`src/rtl/ps2_keys_pkg.sv`:
```
// PS/2 set-2 make codes for the two-player keyboard layout, direction
// encodings shared by both players, and the per-player command state type.
package ps2_keys_pkg;

  // Tank keys
  localparam logic [7:0] KEY_W     = 8'h1D;
  localparam logic [7:0] KEY_S     = 8'h1B;
  localparam logic [7:0] KEY_A     = 8'h1C;
  localparam logic [7:0] KEY_D     = 8'h23;
  localparam logic [7:0] KEY_Q     = 8'h15;
  localparam logic [7:0] KEY_ENTER = 8'h5A;

  // Train keys
  localparam logic [7:0] KEY_I     = 8'h43;
  localparam logic [7:0] KEY_K     = 8'h42;
  localparam logic [7:0] KEY_J     = 8'h3B;
  localparam logic [7:0] KEY_L     = 8'h4B;
  localparam logic [7:0] KEY_U     = 8'h3C;

  // Break prefix; the receiver consumes it, kept for reference only
  localparam logic [7:0] KEY_BREAK = 8'hF0;

  localparam logic [1:0] DIR_UP    = 2'b00;
  localparam logic [1:0] DIR_DOWN  = 2'b01;
  localparam logic [1:0] DIR_LEFT  = 2'b10;
  localparam logic [1:0] DIR_RIGHT = 2'b11;

  typedef enum logic [1:0] {
    ST_IDLE = 2'd0,
    ST_MOVE = 2'd1,
    ST_FIRE = 2'd2
  } ctrl_state_e;

endpackage

```
`src/rtl/ps2_key_ctrl.sv`:
```
// One player's command FSM: latched direction, move pulses with typematic
// auto-repeat, and cooldown-limited fire pulses. All outputs are registered.
module ps2_key_ctrl
  import ps2_keys_pkg::*;
#(
  parameter int unsigned REPEAT_DELAY = 25_000_000,
  parameter int unsigned REPEAT_RATE  = 5_000_000,
  parameter int unsigned COOLDOWN     = 12_500_000,
  parameter int unsigned CNT_W        = 25,
  parameter logic [7:0]  KEY_UP       = KEY_W,
  parameter logic [7:0]  KEY_DOWN     = KEY_S,
  parameter logic [7:0]  KEY_LEFT     = KEY_A,
  parameter logic [7:0]  KEY_RIGHT    = KEY_D,
  parameter logic [7:0]  KEY_FIRE     = KEY_Q
) (
  input  logic       clk,
  input  logic       reset_n,
  input  logic [7:0] key_cur,
  input  logic       key_chg,
  output logic [1:0] dir,
  output logic       move,
  output logic       held,
  output logic       fire
);

  localparam logic [CNT_W-1:0] CNT_ZERO = {CNT_W{1'b0}};
  localparam logic [CNT_W-1:0] CNT_ONE  = {{(CNT_W-1){1'b0}}, 1'b1};
  localparam logic [CNT_W-1:0] LD_DELAY = CNT_W'(REPEAT_DELAY - 32'd1);
  localparam logic [CNT_W-1:0] LD_RATE  = CNT_W'(REPEAT_RATE - 32'd1);
  localparam logic [CNT_W-1:0] LD_COOL  = CNT_W'(COOLDOWN - 32'd1);

  // Returns {is_direction, direction code}
  function automatic logic [2:0] dir_decode(input logic [7:0] k);
    logic [2:0] r;
    case (k)
      KEY_UP:    r = {1'b1, DIR_UP};
      KEY_DOWN:  r = {1'b1, DIR_DOWN};
      KEY_LEFT:  r = {1'b1, DIR_LEFT};
      KEY_RIGHT: r = {1'b1, DIR_RIGHT};
      default:   r = 3'b000;
    endcase
    return r;
  endfunction

  ctrl_state_e      state_r, state_s;
  logic [1:0]       dir_r, dir_s;
  logic [CNT_W-1:0] rpt_r, rpt_s;
  logic [CNT_W-1:0] cd_r, cd_s;
  logic             move_r, move_s;
  logic             fire_r, fire_s;
  logic             held_r;
  logic [2:0]       dec_s;

  // Next-state, counter and pulse decisions for this player
  always_comb begin
    dec_s   = dir_decode(key_cur);
    state_s = state_r;
    dir_s   = dir_r;
    rpt_s   = rpt_r;
    move_s  = 1'b0;
    fire_s  = 1'b0;
    if (cd_r != CNT_ZERO) begin
      cd_s = cd_r - CNT_ONE;
    end else begin
      cd_s = CNT_ZERO;
    end

    if (key_chg) begin
      if (dec_s[2]) begin
        state_s = ST_MOVE;
        dir_s   = dec_s[1:0];
        move_s  = 1'b1;
        rpt_s   = LD_DELAY;
      end else if (key_cur == KEY_FIRE) begin
        state_s = ST_FIRE;
        // A press during cooldown is dropped rather than queued
        if (cd_r == CNT_ZERO) begin
          fire_s = 1'b1;
          cd_s   = LD_COOL;
        end else begin
          fire_s = 1'b0;
        end
      end else begin
        state_s = ST_IDLE;
      end
    end else if (state_r == ST_MOVE) begin
      if (rpt_r == CNT_ZERO) begin
        move_s = 1'b1;
        rpt_s  = LD_RATE;
      end else begin
        rpt_s  = rpt_r - CNT_ONE;
      end
    end else begin
      rpt_s = rpt_r;
    end
  end

  // State, counters and registered outputs
  always_ff @(posedge clk) begin
    if (!reset_n) begin
      state_r <= ST_IDLE;
      dir_r   <= DIR_UP;
      rpt_r   <= CNT_ZERO;
      cd_r    <= CNT_ZERO;
      move_r  <= 1'b0;
      fire_r  <= 1'b0;
      held_r  <= 1'b0;
    end else begin
      state_r <= state_s;
      dir_r   <= dir_s;
      rpt_r   <= rpt_s;
      cd_r    <= cd_s;
      move_r  <= move_s;
      fire_r  <= fire_s;
      held_r  <= (state_s == ST_MOVE);
    end
  end

  assign dir  = dir_r;
  assign move = move_r;
  assign held = held_r;
  assign fire = fire_r;

endmodule

```
`src/rtl/ps2_player_cmd.sv`:
```
// Turns the PS/2 receiver's held-key word into tank/train game commands.
// The key word is resynchronised and only accepted once two samples agree.
module ps2_player_cmd
  import ps2_keys_pkg::*;
#(
  parameter int unsigned REPEAT_DELAY = 25_000_000,
  parameter int unsigned REPEAT_RATE  = 5_000_000,
  parameter int unsigned COOLDOWN     = 12_500_000,
  parameter int unsigned CNT_W        = 25
) (
  input  logic        clk,
  input  logic        reset_n,
  input  logic [15:0] keycode,
  output logic [1:0]  tank_dir,
  output logic        tank_move,
  output logic        tank_held,
  output logic        tank_fire,
  output logic [1:0]  train_dir,
  output logic        train_move,
  output logic        train_held,
  output logic        train_fire,
  output logic        start
);

  logic [15:0] s1_r, s2_r, acc_r, prev_r;
  logic        start_r;
  logic        tank_chg_s, train_chg_s;

  // Two-flop sync, stability filter, previous-value copy and start detect
  always_ff @(posedge clk) begin
    if (!reset_n) begin
      s1_r    <= 16'h0000;
      s2_r    <= 16'h0000;
      acc_r   <= 16'h0000;
      prev_r  <= 16'h0000;
      start_r <= 1'b0;
    end else begin
      s1_r <= keycode;
      s2_r <= s1_r;
      // The receiver updates bytes independently; mixed samples differ here
      if (s2_r == s1_r) begin
        acc_r <= s2_r;
      end else begin
        acc_r <= acc_r;
      end
      prev_r  <= acc_r;
      start_r <= (acc_r[7:0] == KEY_ENTER) && (prev_r[7:0] != KEY_ENTER);
    end
  end

  assign tank_chg_s  = (acc_r[7:0]  != prev_r[7:0]);
  assign train_chg_s = (acc_r[15:8] != prev_r[15:8]);

  ps2_key_ctrl #(
    .REPEAT_DELAY (REPEAT_DELAY),
    .REPEAT_RATE  (REPEAT_RATE),
    .COOLDOWN     (COOLDOWN),
    .CNT_W        (CNT_W),
    .KEY_UP       (KEY_W),
    .KEY_DOWN     (KEY_S),
    .KEY_LEFT     (KEY_A),
    .KEY_RIGHT    (KEY_D),
    .KEY_FIRE     (KEY_Q)
  ) u_tank (
    .clk     (clk),
    .reset_n (reset_n),
    .key_cur (acc_r[7:0]),
    .key_chg (tank_chg_s),
    .dir     (tank_dir),
    .move    (tank_move),
    .held    (tank_held),
    .fire    (tank_fire)
  );

  ps2_key_ctrl #(
    .REPEAT_DELAY (REPEAT_DELAY),
    .REPEAT_RATE  (REPEAT_RATE),
    .COOLDOWN     (COOLDOWN),
    .CNT_W        (CNT_W),
    .KEY_UP       (KEY_I),
    .KEY_DOWN     (KEY_K),
    .KEY_LEFT     (KEY_J),
    .KEY_RIGHT    (KEY_L),
    .KEY_FIRE     (KEY_U)
  ) u_train (
    .clk     (clk),
    .reset_n (reset_n),
    .key_cur (acc_r[15:8]),
    .key_chg (train_chg_s),
    .dir     (train_dir),
    .move    (train_move),
    .held    (train_held),
    .fire    (train_fire)
  );

  assign start = start_r;

endmodule

```
`config.mk`:
```
export PLATFORM = sky130hd
export DESIGN_NAME = ps2_player_cmd
export DESIGN_NICKNAME = d
export VERILOG_FILES = /design/src/rtl/ps2_keys_pkg.sv /design/src/rtl/ps2_key_ctrl.sv /design/src/rtl/ps2_player_cmd.sv
export SDC_FILE = /design/constraint.sdc
export NUM_CORES = 1
export LEC_CHECK = 0
export ABC_AREA = 1
export CORE_MARGIN = 5
export CORE_UTILIZATION = 45
export CTS_CLUSTER_SIZE = 24
export DETAILED_ROUTE_END_ITERATION = 6
export PLACE_DENSITY = 0.61
export SETUP_SLACK_MARGIN = 0.05
export SYNTH_ARGS = -nofsm -noshare
export SYNTH_HDL_FRONTEND = slang
export SYNTH_SLANG_ARGS = --single-unit
```
`constraint.sdc`:
```
create_clock -name clk -period 2 [get_ports clk]
set_input_delay 0.3 -clock clk [delete_from_list [all_inputs] [get_ports clk]]
set_output_delay 0.3 -clock clk [all_outputs]
set_load 0.03 [all_outputs]
```
==> results.py <==
metrics = {
    "status": {
        "status": "complete, no violations",
    },
    "cts": {
        "cts_tree": "built",
        "cts_setup_buffers": 0,
        "clk_pin_slew_worst_paths_ns": 0.07,
        "cts_max_path_buffers": 2,
        "htree_levels": 4,
        "cts_made_buffers": 17,
        "cts_sinks": 179,
        "clock_latency_ns": 0.43,
        "cts_resized": 0,
        "hold_buffers": 0,
        "root_buffer": "clkbuf_16",
    },
    "logic_synthesis": {
        "syn_area_per_cell_um2": 6.76,
        "yosysMostFrequentCell": "nand2_1",
        "synth_area_leaders": "dfxtp_1 (39%), nand2_1 (15%), nor2_1 (10%)",
        "yosys_most_used_dff": "dfxtp_1",
        "yosys-top-cells-count": "nand2_1 (361), nor2_1 (246), dfxtp_1 (179), inv_1 (159), nand3_1 (81)",
        "netlist_instances": 1365,
        "yosysWarnings": 0,
        "synth_area_mm2": 0.00922,
        "synth_area_leader_cell": "dfxtp_1",
        "synth-edff-count": 0,
        "ys_ff_latch": 179,
        "postSynthNetCount": 1389,
        "synth_async_sr_flop_share_pct": 0,
        "synth_top_cell_area_share_pct": 38.9,
        "synth_cell_types": 41,
        "synth-seq-area-share_pct": 38.9,
    },
    "power": {
        "clkPwrFrac_pct": 35.3,
        "powerDensity_mw_per_mm2": 896,
        "power_frac_comb_pct": 21.8,
        "p_int_mw": 6.37,
        "switchingPower_mw": 2.99,
        "vdd_drop_max_mv": 0.506,
        "pwr-share-seq_pct": 42.9,
        "switching_share_pct": 31.9,
        "leakagePower_nw": 5.25,
    },
    "grt": {
        "grt_max_degree": 39,
        "antenna_found_initial": 0,
        "grt_pass1_wl_um": 34400,
        "overflow": 0,
        "track_usage_pct": 17.1,
        "grt_pass1_vias": 7467,
    },
    "place": {
        "hpwl_um": 14300,
        "gp_congestion": 0.907,
        "dp_worst_setup_slack_ns": 0.143,
        "io_buffers": 28,
    },
    "timing": {
        "relSlewSlack_pct": 72.6,
        "clock_skew_ns": 0.0104,
        "rsz0062_at_grt": "yes",
        "finalCritPeriodShare_pct": 91.1,
        "hold_viol": 0,
        "tightest_slew_ns": 0.410,
        "max_freq_ghz": 0.549,
        "min_period_ns": 1.82,
        "setup_violations": 0,
        "finalMaxSlewViolations": 0,
        "setup_ws_ns": 0.179,
        "setup_tns_ns": 0,
        "hold_ws_ns": 0.237,
    },
    "setup_path": {
        "crit_fanout": 5,
        "slowest_delay_ns": 0.33,
        "crit_arrival_ns": 2.15,
        "path_cells": "inv_1, ha_2, nand2_1, nor2_4, nand2_1, inv_1, nand2_1, nand3_1, nand2_1, inv_1, nor2_1",
        "cpMostUsedCell": "nand2_1",
        "cp_slowest_cell": "dfxtp_1",
        "critPathCaptureType": "flip-flop",
        "path_class": "flip-flop to flip-flop",
        "cp-start-kind": "flip-flop",
        "required_ns": 2.33,
    },
    "floorplan": {
        "dieArea_mm2": 0.0235,
        "fp.dieW_um": 153,
        "io_pins": 29,
        "fp.dieH_um": 153,
        "num_rows": 52,
        "start_util_pct": 45.6,
        "fp.coreArea_mm2": 0.0202,
    },
    "routing": {
        "routedWlPerCell_um": 11.8,
        "via_per_inst": 4.81,
        "firstDrtPassIters": 5,
        "drtIter0Drc": 486,
        "drc": 0,
        "vias": 8090,
        "ant_nets": 0,
        "wl_um": 19900,
    },
    "final_layout": {
        "area_growth_pct": 13.2,
        "antenna_cells": 0,
        "drive_above_1_share_pct": 8.85,
        "design.final.nets": 1425,
    },
    "job": {
        "drv_cap": 0,
    },
    "hold_path": {
        "hp-class": "input pin to flip-flop",
    },
}
-- worst max-delay path, delay by kind of cell (launching register included) --
family / cells / cell delay [ns]
and+or+nand+nor: 7 / 0.88
DFF: 1 / 0.33
buffers and inverters: 3 / 0.27
adders and majority gates: 1 / 0.25
-- per-stage QoR --
stage | area (um^2) | util, % | std cells | power, mW
4_1_cts | 10400 | 51.3 | 1683 | 9.46
2_1_floorplan | 9220 | - | 1365 | 5.66
3_3_place_gp | 9800 | 48.4 | 1652 | 6.11
3_5_place_dp | 9800 | 48.4 | 1652 | 6.13
6_report | 10400 | 51.6 | 1683 | 9.35
5_1_grt | 10400 | 51.6 | 1683 | 9.92
-- state kept, by name, summed over array words and instances (netlist names) --
signal	cells
u_tank.cd_r	25
u_tank.rpt_r	25
u_train.cd_r	25
u_train.rpt_r	25
acc_r	16
prev_r	16
s1_r	16
s2_r	16
u_tank.dir	2
u_tank.state_r	2
u_train.dir	2
u_train.state_r	2
start	1
u_tank.fire	1
u_tank.held	1
u_tank.move	1
u_train.fire	1
u_train.held	1
u_train.move	1
-- power by group through the flow --
| stage | Clock (mW) | Combinational [mW] | Sequential (mW) |
|---|---|---|---|
| finish | 3.30 | 2.04 | 4.01 |
| global route | 3.55 | 2.32 | 4.05 |
| CTS | 3.40 | 2.05 | 4.01 |
| detailed placement | 0 | 2.04 | 4.09 |
| global placement | 0 | 2.02 | 4.09 |
| floorplan | 0 | 1.61 | 4.05 |
-- cell families after synthesis --
kind of cell / count (synthesis) / synth area share (%)
fa+ha+maj: 6 / 0.814
flops: 179 / 38.9
simple gates: 807 / 38.6
compound gates: 106 / 6.19
buf+inv: 200 / 9.08
xor+xnor: 67 / 6.45
-- worst paths after layout --
kind                                              startpoint                       endpoint  slack, ns  cells after the start
worst max-delay path            u_tank.rpt_r[0]$_SDFFE_PN0P_  u_tank.rpt_r[20]$_SDFFE_PN0P_       0.18                     11
worst min-delay path                                 reset_n           prev_r[3]$_SDFF_PN0_       0.24                      3
worst max register to register  u_tank.rpt_r[0]$_SDFFE_PN0P_  u_tank.rpt_r[20]$_SDFFE_PN0P_       0.18                     11
worst min register to register           s1_r[10]$_SDFF_PN0_            s2_r[10]$_SDFF_PN0_       0.44                      2
-- per-layer routing --
metal | GRT usage, % | vias to the layer above | wire, um
met5 | 0 | - | 0
met4 | 5.13 | 0 | 364
met3 | 3.11 | 37 | 840
met2 | 28.2 | 143 | 9080
met1 | 23.0 | 3604 | 9600
li1 | - | 4306 | -
-- placed cells by master (no fill, tap or decap), types with 15 or more instances in the layout --
master and instances:
nand2_1 361, nor2_1 245, dfxtp_1 177, inv_1 159, nand3_1 81, a21oi_1 42
o21ai_0 36, xnor2_1 33, xor2_1 33, clkdlybuf4s50_1 27, nand4_1 21, buf_4 20
nand3b_1 19, o21ai_1 18, nor3_1 17, clkbuf_16 17, nor2_2 15
-- final cells by class --
class / count / area, um^2
Fill cell: 2017 / 9800
Multi-Input combinational cell: 986 / 4850
Clock buffer: 18 / 439
Sequential cell: 179 / 3590
Inverter: 169 / 637
Timing Repair Buffer: 48 / 440
Clock inverter: 13 / 143
Tap cell: 270 / 338
No activity file was read; power rests on OpenSTA's default activity.
